`src/rtl/div_arbiter.sv`:
```
// div_arbiter: round-robin arbiter sharing one divider among N_REQ requesters.
// Captures operands on grant, runs the divider trigger/done handshake and returns
// q/r tagged with the requester id. Divide-by-zero is answered without using the divider.
// Optional watchdog on ISSUE/WAIT: define DIV_ARB_TIMEOUT_EN (limit TIMEOUT_CYC cycles).
module div_arbiter #(
    parameter int C_WIDTH     = 32,
    parameter int N_REQ       = 4,
    parameter int ID_W        = 2,
    parameter int TIMEOUT_CYC = 255
) (
    input  logic                     ctl_clk,
    input  logic                     reset,
    input  logic [N_REQ-1:0]         req_valid,
    input  logic [N_REQ*C_WIDTH-1:0] req_a,
    input  logic [N_REQ*C_WIDTH-1:0] req_b,
    input  logic [N_REQ-1:0]         req_signed,
    output logic [N_REQ-1:0]         req_ack,
    output logic                     rsp_valid,
    output logic [ID_W-1:0]          rsp_id,
    output logic [C_WIDTH-1:0]       rsp_q,
    output logic [C_WIDTH-1:0]       rsp_r,
    output logic                     rsp_err,
    output logic [C_WIDTH-1:0]       div_a,
    output logic [C_WIDTH-1:0]       div_b,
    output logic                     div_signed,
    output logic                     div_trigger,
    input  logic                     div_ready,
    input  logic                     div_done,
    input  logic [C_WIDTH-1:0]       div_q,
    input  logic [C_WIDTH-1:0]       div_r
);

    localparam logic [1:0] S_IDLE  = 2'd0;
    localparam logic [1:0] S_ISSUE = 2'd1;
    localparam logic [1:0] S_WAIT  = 2'd2;
    localparam logic [1:0] S_RESP  = 2'd3;

    logic [1:0]         state_q, state_d;
    logic [ID_W-1:0]    rr_q, rr_d;
    logic [ID_W-1:0]    id_q, id_d;
    logic [N_REQ-1:0]   ack_q, ack_d;
    logic               trig_q, trig_d;
    logic               done_prev_q;
    logic [C_WIDTH-1:0] div_a_q, div_a_d;
    logic [C_WIDTH-1:0] div_b_q, div_b_d;
    logic               div_sgn_q, div_sgn_d;
    logic [ID_W-1:0]    res_id_q, res_id_d;
    logic [C_WIDTH-1:0] res_q_q, res_q_d;
    logic [C_WIDTH-1:0] res_r_q, res_r_d;
    logic               res_err_q, res_err_d;

    logic               gnt_found;
    logic [ID_W-1:0]    gnt_idx;
    logic [C_WIDTH-1:0] gnt_a, gnt_b;
    logic               gnt_sgn;

`ifdef DIV_ARB_TIMEOUT_EN
    localparam int CNT_W = $clog2(TIMEOUT_CYC + 1);
    logic [CNT_W-1:0] cnt_q, cnt_d;
`endif

    // Round-robin search: first request at/after rr_q, otherwise the lowest one below it.
    always_comb begin
        gnt_found = 1'b0;
        gnt_idx   = '0;
        gnt_a     = '0;
        gnt_b     = '0;
        gnt_sgn   = 1'b0;
        for (int unsigned i = 0; i < N_REQ; i++) begin
            if (!gnt_found && req_valid[i] && (i >= 32'(rr_q))) begin
                gnt_found = 1'b1;
                gnt_idx   = ID_W'(i);
                gnt_a     = req_a[i*C_WIDTH +: C_WIDTH];
                gnt_b     = req_b[i*C_WIDTH +: C_WIDTH];
                gnt_sgn   = req_signed[i];
            end
        end
        for (int unsigned i = 0; i < N_REQ; i++) begin
            if (!gnt_found && req_valid[i]) begin
                gnt_found = 1'b1;
                gnt_idx   = ID_W'(i);
                gnt_a     = req_a[i*C_WIDTH +: C_WIDTH];
                gnt_b     = req_b[i*C_WIDTH +: C_WIDTH];
                gnt_sgn   = req_signed[i];
            end
        end
    end

    // Transaction FSM: grant/capture, trigger on ready, wait for done rising edge, respond.
    always_comb begin
        state_d   = state_q;
        rr_d      = rr_q;
        id_d      = id_q;
        ack_d     = '0;
        trig_d    = 1'b0;
        div_a_d   = div_a_q;
        div_b_d   = div_b_q;
        div_sgn_d = div_sgn_q;
        res_id_d  = res_id_q;
        res_q_d   = res_q_q;
        res_r_d   = res_r_q;
        res_err_d = res_err_q;
        case (state_q)
            S_IDLE: begin
                if (gnt_found) begin
                    ack_d     = N_REQ'(1) << gnt_idx;
                    id_d      = gnt_idx;
                    div_a_d   = gnt_a;
                    div_b_d   = gnt_b;
                    div_sgn_d = gnt_sgn;
                    rr_d      = (gnt_idx == ID_W'(N_REQ - 1)) ? '0 : gnt_idx + ID_W'(1);
                    if (gnt_b == '0) begin
                        state_d   = S_RESP;
                        res_id_d  = gnt_idx;
                        res_q_d   = '1;
                        res_r_d   = gnt_a;
                        res_err_d = 1'b1;
                    end else begin
                        state_d = S_ISSUE;
                    end
                end
            end
            S_ISSUE: begin
                if (div_ready) begin
                    trig_d  = 1'b1;
                    state_d = S_WAIT;
                end
            end
            S_WAIT: begin
                // A done level still high from the previous op has no edge and is ignored.
                if (div_done && !done_prev_q) begin
                    state_d   = S_RESP;
                    res_id_d  = id_q;
                    res_q_d   = div_q;
                    res_r_d   = div_r;
                    res_err_d = 1'b0;
                end
            end
            default: begin
                state_d = S_IDLE;
            end
        endcase
`ifdef DIV_ARB_TIMEOUT_EN
        cnt_d = cnt_q;
        if (state_q == S_IDLE) begin
            cnt_d = '0;
        end else if ((state_q == S_ISSUE || state_q == S_WAIT) && (state_d == state_q)) begin
            if (cnt_q >= CNT_W'(TIMEOUT_CYC - 1)) begin
                state_d   = S_RESP;
                res_id_d  = id_q;
                res_q_d   = '0;
                res_r_d   = '0;
                res_err_d = 1'b1;
            end else begin
                cnt_d = cnt_q + CNT_W'(1);
            end
        end
`endif
    end

    // State and datapath registers; reset clears every output-facing register.
    always_ff @(posedge ctl_clk or negedge reset) begin
        if (!reset) begin
            state_q     <= S_IDLE;
            rr_q        <= '0;
            id_q        <= '0;
            ack_q       <= '0;
            trig_q      <= 1'b0;
            done_prev_q <= 1'b0;
            div_a_q     <= '0;
            div_b_q     <= '0;
            div_sgn_q   <= 1'b0;
            res_id_q    <= '0;
            res_q_q     <= '0;
            res_r_q     <= '0;
            res_err_q   <= 1'b0;
        end else begin
            state_q     <= state_d;
            rr_q        <= rr_d;
            id_q        <= id_d;
            ack_q       <= ack_d;
            trig_q      <= trig_d;
            done_prev_q <= div_done;
            div_a_q     <= div_a_d;
            div_b_q     <= div_b_d;
            div_sgn_q   <= div_sgn_d;
            res_id_q    <= res_id_d;
            res_q_q     <= res_q_d;
            res_r_q     <= res_r_d;
            res_err_q   <= res_err_d;
        end
    end

`ifdef DIV_ARB_TIMEOUT_EN
    // Watchdog counter for the ISSUE/WAIT phases.
    always_ff @(posedge ctl_clk or negedge reset) begin
        if (!reset) begin
            cnt_q <= '0;
        end else begin
            cnt_q <= cnt_d;
        end
    end
`endif

    assign req_ack     = ack_q;
    assign rsp_valid   = (state_q == S_RESP);
    assign rsp_id      = res_id_q;
    assign rsp_q       = res_q_q;
    assign rsp_r       = res_r_q;
    assign rsp_err     = res_err_q;
    assign div_a       = div_a_q;
    assign div_b       = div_b_q;
    assign div_signed  = div_sgn_q;
    assign div_trigger = trig_q;

endmodule
```
`config.mk`:
```
export PLATFORM = sky130hd
export DESIGN_NAME = div_arbiter
export DESIGN_NICKNAME = d
export VERILOG_FILES = /design/src/rtl/div_arbiter.sv
export SDC_FILE = /design/constraint.sdc
export NUM_CORES = 1
export LEC_CHECK = 0
export ABC_AREA = 1
export CAP_MARGIN = 20
export CORE_AREA = 2 2 182 184
export CTS_CLUSTER_DIAMETER = 100
export DETAILED_ROUTE_END_ITERATION = 8
export DIE_AREA = 0 0 184 186
export HOLD_SLACK_MARGIN = 0.15
export PLACE_DENSITY = 0.73
export SYNTH_ARGS = -nofsm -noshare
export SYNTH_HDL_FRONTEND = slang
export SYNTH_SLANG_ARGS = --single-unit
```
`constraint.sdc`:
```
create_clock -name ctl_clk -period 3.4 [get_ports ctl_clk]
set_clock_uncertainty 0.1 [all_clocks]
set_input_delay 0.34 -clock ctl_clk [delete_from_list [all_inputs] [get_ports ctl_clk]]
set_output_delay 0.34 -clock ctl_clk [all_outputs]
set_load 0.02 [all_outputs]
```
**After elaboration in Yosys (flattened, before gate mapping)**

Cells that the tools add are included.

- Logic and storage cells: 116
- Register bits after elaboration: 144
- Input port bits: 332
- Output and inout port bits: 138

- Equality and inequality tests: 8
- Reduce and logical (&&, ||, !) cells: 25
- Order comparisons: 3
- $add $sub $neg: 1
- Shifts and indexed selects: 1
- Multiplexer cells: 65

Operators by type and width:

| cell | number |
|---|---|
| 32-bit 2-to-1 mux | 22 |
| 32-bit case mux with 2 select lines | 2 |
| 32-bit zero test | 1 |
| 2-bit 2-to-1 mux | 14 |
| 1-bit 2-to-1 mux | 22 |
| 1-bit logical AND | 11 |
| 1-bit zero test | 8 |
| 4-bit 2-to-1 mux | 2 |
| 2-bit inequality test, second input constant | 4 |
| 2-bit equality test, second input constant | 3 |
| 2-bit case mux with 3 select lines | 1 |
| 1-bit by 2-bit >= comparator with 1-bit output, first input constant | 2 |
| 2-bit case mux with 2 select lines | 1 |
| 4-bit AND reduction | 1 |
| 1-bit by 2-bit left shift with 4-bit output, first input constant | 1 |
| 3-bit AND reduction | 1 |
| 2-bit by 1-bit adder with 2-bit output, second input constant | 1 |
| 2-bit by 1-bit equality test with 1-bit output, second input constant | 1 |
| 2-bit >= comparator, first input constant | 1 |
| 2-bit zero test | 1 |
| 1-bit case mux with 2 select lines | 1 |
| 2-bit AND reduction | 1 |
| 2-bit nonzero test | 1 |

**Depth between registers and ports, before layout**

- Depth in word-level cells: 30
- Depth in mapped cells: 22
- Mapped depth without buffers: 19

**Worst setup path before layout**

No wires, ideal clock.

- Kind: reg2reg
- Start: reg rr_q[1]
- End: reg res_err_q (netlist: rsp_err)
- Library setup time: 0.117 ns
- Slack: 0.839 ns
- Data arrival time: 2.344 ns
- Cell stages (with the launch flop): 22
- Path buffers: 3
- Data required time: 3.183 ns
- Clock period less this slack: 2.561 ns
- Path through: dfrtp_1 -> nor2_4 -> nand2_4 -> nand2_4 -> nor2_4 -> nand2_2 -> inv_2 -> buf_4 -> nand2_1 -> nand3_1 -> nor2_1 -> nand2_1 -> nor2_1 -> nand2_1 -> nor2_1 -> nand2_1 -> nand2_2 -> nand2_1 -> buf_4 -> buf_6 -> nand2_1 -> nand2_1

- Longest elaborated chain between the ends: 29
- Elaborated cells on any way between the ends: 40
- Those cells by class: order compare: 3; eq/ne: 2; mux: 16; reduce/logical: 19

RTL lines:

| item | line | source |
|---|---|---|
| from (decl) | 39 | `logic [ID_W-1:0] rr_q, rr_d;` |
| from (signal assigned) | 179 | `rr_q <= rr_d;` |
| 1-bit by 2-bit >= comparator with 1-bit output | 70 | `if (!gnt_found && req_valid[i] && (i >= 32'(rr_q))) begin` |
| 1-bit logical AND | 70 |  |
| 1-bit 2-to-1 mux | 70 |  |
| 1-bit zero test | 70 |  |
| 1-bit logical AND (2 in series) | 70 |  |
| 1-bit 2-to-1 mux | 70 |  |
| 1-bit zero test | 70 |  |
| 1-bit logical AND (2 in series) | 70 |  |
| [11 not listed] | -- |  |
| 1-bit logical AND | 79 | `if (!gnt_found && req_valid[i]) begin` |
| 1-bit 2-to-1 mux | 79 |  |
| 1-bit zero test | 79 |  |
| 1-bit logical AND | 79 |  |
| 32-bit 2-to-1 mux | 79 |  |
| 32-bit zero test | 112 | `if (gnt_b == '0) begin` |
| 2-bit inequality test (no line) | -- |  |
| 4-bit AND reduction (no line) * | -- |  |
| to (signal assigned) | 190 | `res_err_q <= res_err_d;` |
| to (decl) | 50 | `logic res_err_q, res_err_d;` |

Mark *: on every way between the ends. The rest lies on a longest branch, timed or not.
A chain may end at the register's enable or synchronous reset.

**Worst setup path after layout**

- Start: reg rr_q[1]
- End: reg res_r_q[24] (netlist: rsp_r[24])

- Longest elaborated chain between the ends: 29
- Elaborated cells on any way between the ends: 51
- Those cells by class: order compare: 3; eq/ne: 2; mux: 27; reduce/logical: 19

RTL lines:

| item | line | source |
|---|---|---|
| 1-bit by 2-bit >= comparator with 1-bit output | 70 |  |
| 1-bit logical AND | 70 |  |
| 1-bit 2-to-1 mux | 70 |  |
| 1-bit zero test | 70 |  |
| 1-bit logical AND (2 in series) | 70 |  |
| 1-bit 2-to-1 mux | 70 |  |
| 1-bit zero test | 70 |  |
| 1-bit logical AND (2 in series) | 70 |  |
| [11 not listed] | -- |  |
| 1-bit logical AND | 79 |  |
| 1-bit 2-to-1 mux | 79 |  |
| 1-bit zero test | 79 |  |
| 1-bit logical AND | 79 |  |
| 32-bit 2-to-1 mux | 79 |  |
| 32-bit zero test or 32-bit 2-to-1 mux (tied branches) | 112 |  |
| 2-bit inequality test (no line) or 32-bit 2-to-1 mux (tied branches) | -- |  |
| 4-bit AND reduction (no line) or 32-bit case mux with 2 select lines (tied branches) | -- |  |
| to (signal assigned) | 189 | `res_r_q <= res_r_d;` |
| to (decl) | 49 | `logic [C_WIDTH-1:0] res_r_q, res_r_d;` |

Parallel ways exist; a longest one is shown, timed or not. The select of a mux whose other input is x is not followed.

==> impl_summary.log <==
[metrics] result of the run: complete, no violations
[metrics] pin count of the biggest net entering global routing: 68
[metrics] nature of the critical path startpoint: register
[metrics] num ports: between 400 and 500
[metrics] Critical Path RT: between 3 and 4 ns
[metrics] Slew headroom: 0.525
[metrics] type of the most critical hold path: in2reg
[metrics] master cell of the clock root buffer: sky130_fd_sc_hd__clkbuf_16
[metrics] core utilization of the finished layout: 0.508
[metrics] die height: roughly 190 microns
[metrics] clock transition at the registers of the reported paths: roughly 0.070 ns
[metrics] First DRT Iteration DRCs: roughly 1100
[metrics] combined flip-flop and latch cell area: around 3600 sq um
[metrics] post-synthesis to final-layout area growth: 62.8%
[metrics] reg2reg end: rsp_r[24]$_DFFE_PN0P_
[metrics] final RePlAce weighted congestion: between 0.9 and 1
[metrics] fraction of layout instances using a drive strength above 1: 0.0855
[metrics] static leakage: 7.86 nW
[metrics] clock sink count: approximately 140
[metrics] detailed-route wire length per cell: about 19 microns
[metrics] first-pass GRT wire length: about 70000 microns
[metrics] mapped cell area: between 10000 and 15000 sq um
[metrics] hold_sp: div_done
[metrics] Pre-Repair DR Iteration Count: 8
[metrics] final-report hold violation count: 0
[metrics] number of nets at the end of the flow: 2420
[metrics] highest-count cells in the layout ignoring fill and taps: sky130_fd_sc_hd__nand2_1 (667), sky130_fd_sc_hd__clkdlybuf4s50_1 (468), sky130_fd_sc_hd__nand3_1 (227)
[metrics] Final Worst Setup Slack: 0.276 ns
[metrics] aggregate negative setup slack: 0 ns
[metrics] Remaining Overflow, GRT: 0
[metrics] TritonCTS buffer count: 17
[metrics] multi-input combinational cell area: 5530 sq um
[metrics] synthesized area per cell: about 6.3 sq um
[metrics] largest cells by area after synthesis: sky130_fd_sc_hd__dfrtp_1 (36%), sky130_fd_sc_hd__nand2_1 (25%), sky130_fd_sc_hd__nand3_1 (11%), sky130_fd_sc_hd__nor2_1 (5.6%), sky130_fd_sc_hd__inv_1 (5.0%)
[metrics] Clock Path Buffers: 2
[metrics] Port Buffers: 469
[metrics] library cell with the largest summed area after synthesis: sky130_fd_sc_hd__dfrtp_1
[metrics] PwrDens: 833 nW/um^2
[metrics] most common cell after layout, fill and taps aside: sky130_fd_sc_hd__nand2_1
[metrics] Tightest Pin Transition: between 0.7 and 0.8 ns
[metrics] proportion of netlist area held by the largest area contributor: 0.359
[metrics] Setup Viol. Count Final: 0
[metrics] net count after synthesis: 1944
[metrics] biggest fanout along the worst timing path: 29
[metrics] FP Rows: 66
[metrics] starting utilization of the core area: 0.312
[metrics] startpoint of the worst register-to-register path: rr_q[1]$_DFFE_PN0P_
[metrics] deepest level of the CTS H-tree: 4
[metrics] Fillers: between 3000 and 4000
[metrics] vias in the first global route: 12700
[metrics] Seq/Total Area, Yosys: 0.359
[metrics] number of register bits inferred by synthesis: 144
[metrics] count of unique library cells instantiated by Yosys: 30
[metrics] routed via count: roughly 13000
[metrics] global router's overall resource usage: 0.271
[metrics] drt via density: 5.11
[metrics] worst slack, placed: -0.0131 ns
[metrics] end point of the worst hold path: done_prev_q$_DFF_PN0_
[metrics] Hold Path Stages: 1
[metrics] final worst path period share: 0.919
[metrics] final-report max-slew violation count: 0
[metrics] total core area: 32200 sq um
[metrics] worst IR drop on VDD: 0.000414 V
[metrics] Syn. warnings: 0
[metrics] clock tree from TritonCTS: built
[metrics] final routed DRC violation total: 0
[metrics] setup slack, reg-to-reg: ~0.28 ns
[metrics] clock latency reported for the late side of the worst-skew pair: roughly 0.42 ns
[metrics] sort of element at the end of the critical path: register
[metrics] Die Area: ~34000 sq um
[metrics] Peak Freq: around 0.32 GHz
[metrics] Final Power: between 10 and 15 mW
[metrics] Final HPWL DP: ~36000 microns
[metrics] number of antenna violations at the first check in global routing: 2
[metrics] overall die width: 184 microns
[metrics] gate count after technology mapping: roughly 1600
[metrics] Hold Slack: around 0.30 ns
[metrics] worst reg2reg path depth: 20
[metrics] Critical Setup Path Class: reg2reg
[metrics] Post-DRT Antenna Nets: 0
[metrics] wire length reported by the detailed router: between 40000 and 50000 microns
[metrics] CP arrival: ~3.4 ns
[metrics] Max Cap Violations: 0
[metrics] clock period minus worst slack: between 3 and 4 ns
cell type report:
type	instances	share of cell area
diodes	2	0.000306
multi-input cells	1222	0.338
clock inverters	15	0.0115
flip-flops and latches	144	0.220
well taps	408	0.0312
inverters	136	0.0314
repair buffers	559	0.341
clock buffers	17	0.0260
worst max-delay path, stage by stage (launching register included):
cell                         delay (ns)
sky130_fd_sc_hd__dfrtp_2           0.48
sky130_fd_sc_hd__nand2_1           0.09
sky130_fd_sc_hd__nand2_1           0.21
sky130_fd_sc_hd__clkinvlp_4        0.16
sky130_fd_sc_hd__buf_12            0.17
sky130_fd_sc_hd__nand4_1           0.07
sky130_fd_sc_hd__nand2_1           0.05
sky130_fd_sc_hd__nor2_1            0.08
sky130_fd_sc_hd__nand3_1           0.07
sky130_fd_sc_hd__nor2_1            0.24
sky130_fd_sc_hd__nand2_1           0.09
sky130_fd_sc_hd__nor2_1            0.10
sky130_fd_sc_hd__nand2_1           0.09
sky130_fd_sc_hd__nor2_1            0.14
sky130_fd_sc_hd__buf_4             0.15
sky130_fd_sc_hd__nand2_1           0.06
sky130_fd_sc_hd__nand2_2           0.11
sky130_fd_sc_hd__buf_4             0.17
sky130_fd_sc_hd__buf_12            0.19
sky130_fd_sc_hd__nand3_1           0.10
sky130_fd_sc_hd__nand2_1           0.12
metal layers:
layer  vias to the layer above  GRT usage  share of wire
met5                         -          0              0
met4                         0      0.117          0.038
met3                       113     0.0380          0.072
met2                       641      0.467           0.49
met1                      5977      0.338           0.40
li1                       6063          -              -
synthesized netlist by cell type (all sizes together):
library cell	number
dfrtp	144
a221oi	21
clkbuf	61
ha	8
o2111ai	12
a21oi	4
nand3	228
clkinv	2
nand2	676
nor2	154
nor3	3
inv	134
o21bai	1
a31oi	1
nand4	33
or2	32
o2111a	11
o21ai	38
buf	41
worst max-delay path by stage:
stage,depth (start not counted),startpoint,endpoint,slack [ns]
3_3_place_gp,21,req_valid[0],rsp_r[25]$_DFFE_PN0P_,0.03
3_5_place_dp,21,req_valid[0],rsp_r[24]$_DFFE_PN0P_,-0.01
4_1_cts,19,rr_q[1]$_DFFE_PN0P_,rsp_r[24]$_DFFE_PN0P_,0.14
2_1_floorplan,21,rr_q[1]$_DFFE_PN0P_,rsp_err$_DFFE_PN0P_,0.84
5_1_grt,20,rr_q[1]$_DFFE_PN0P_,rsp_r[24]$_DFFE_PN0P_,-0.0004
6_report,20,rr_q[1]$_DFFE_PN0P_,rsp_r[24]$_DFFE_PN0P_,0.28
where the power goes:
part / internal (mW) / switching (mW) / leakage (nW)
combinational: 3.45 / 5.12 / 5.79
sequential: 2.56 / 0.490 / 1.78
clock: 1.01 / 0.991 / 0.295
total: 7.01 / 6.61 / 7.86
sequential cells by signal, summed over array words and instances (netlist names):
name and cells:
rr_q 2, rsp_q 32, done_prev_q 1, div_b 32, rsp_id 2, rsp_r 32, state_q 2, id_q 2
div_trigger 1, div_signed 1, req_ack 4, rsp_err 1, div_a 32
logic make-up (layout without fill, tap and decap cells):
| kind of cell | after synthesis | in the layout | synth area share |
|---|---|---|---|
| compound gates | 88 | 88 | 0.0634 |
| flops | 144 | 144 | 0.359 |
| fa+ha+maj | 8 | 8 | 0.00997 |
| simple gates | 1126 | 1126 | 0.472 |
| other cells | 0 | 2 | 0 |
| buf+inv | 238 | 727 | 0.0958 |
through the flow:
| stage | instances | instance area [sq um] |
|---|---|---|
| floorplan | 1604 | 10000 |
| global placement | 2467 | 15700 |
| detailed placement | 2467 | 15700 |
| CTS | 2500 | 16300 |
| global route | 2503 | 16400 |
| finish | 2503 | 16400 |
repair_timing:
item / CTS / global route
hold buffers: 1 / 0
endpoints found under the setup margin: 0 / 66
buffers inserted: 0 / 1
gates resized for setup: 0 / 4
hold endpoints to repair: 63 / 0
(Power assumes the default switching activity.)
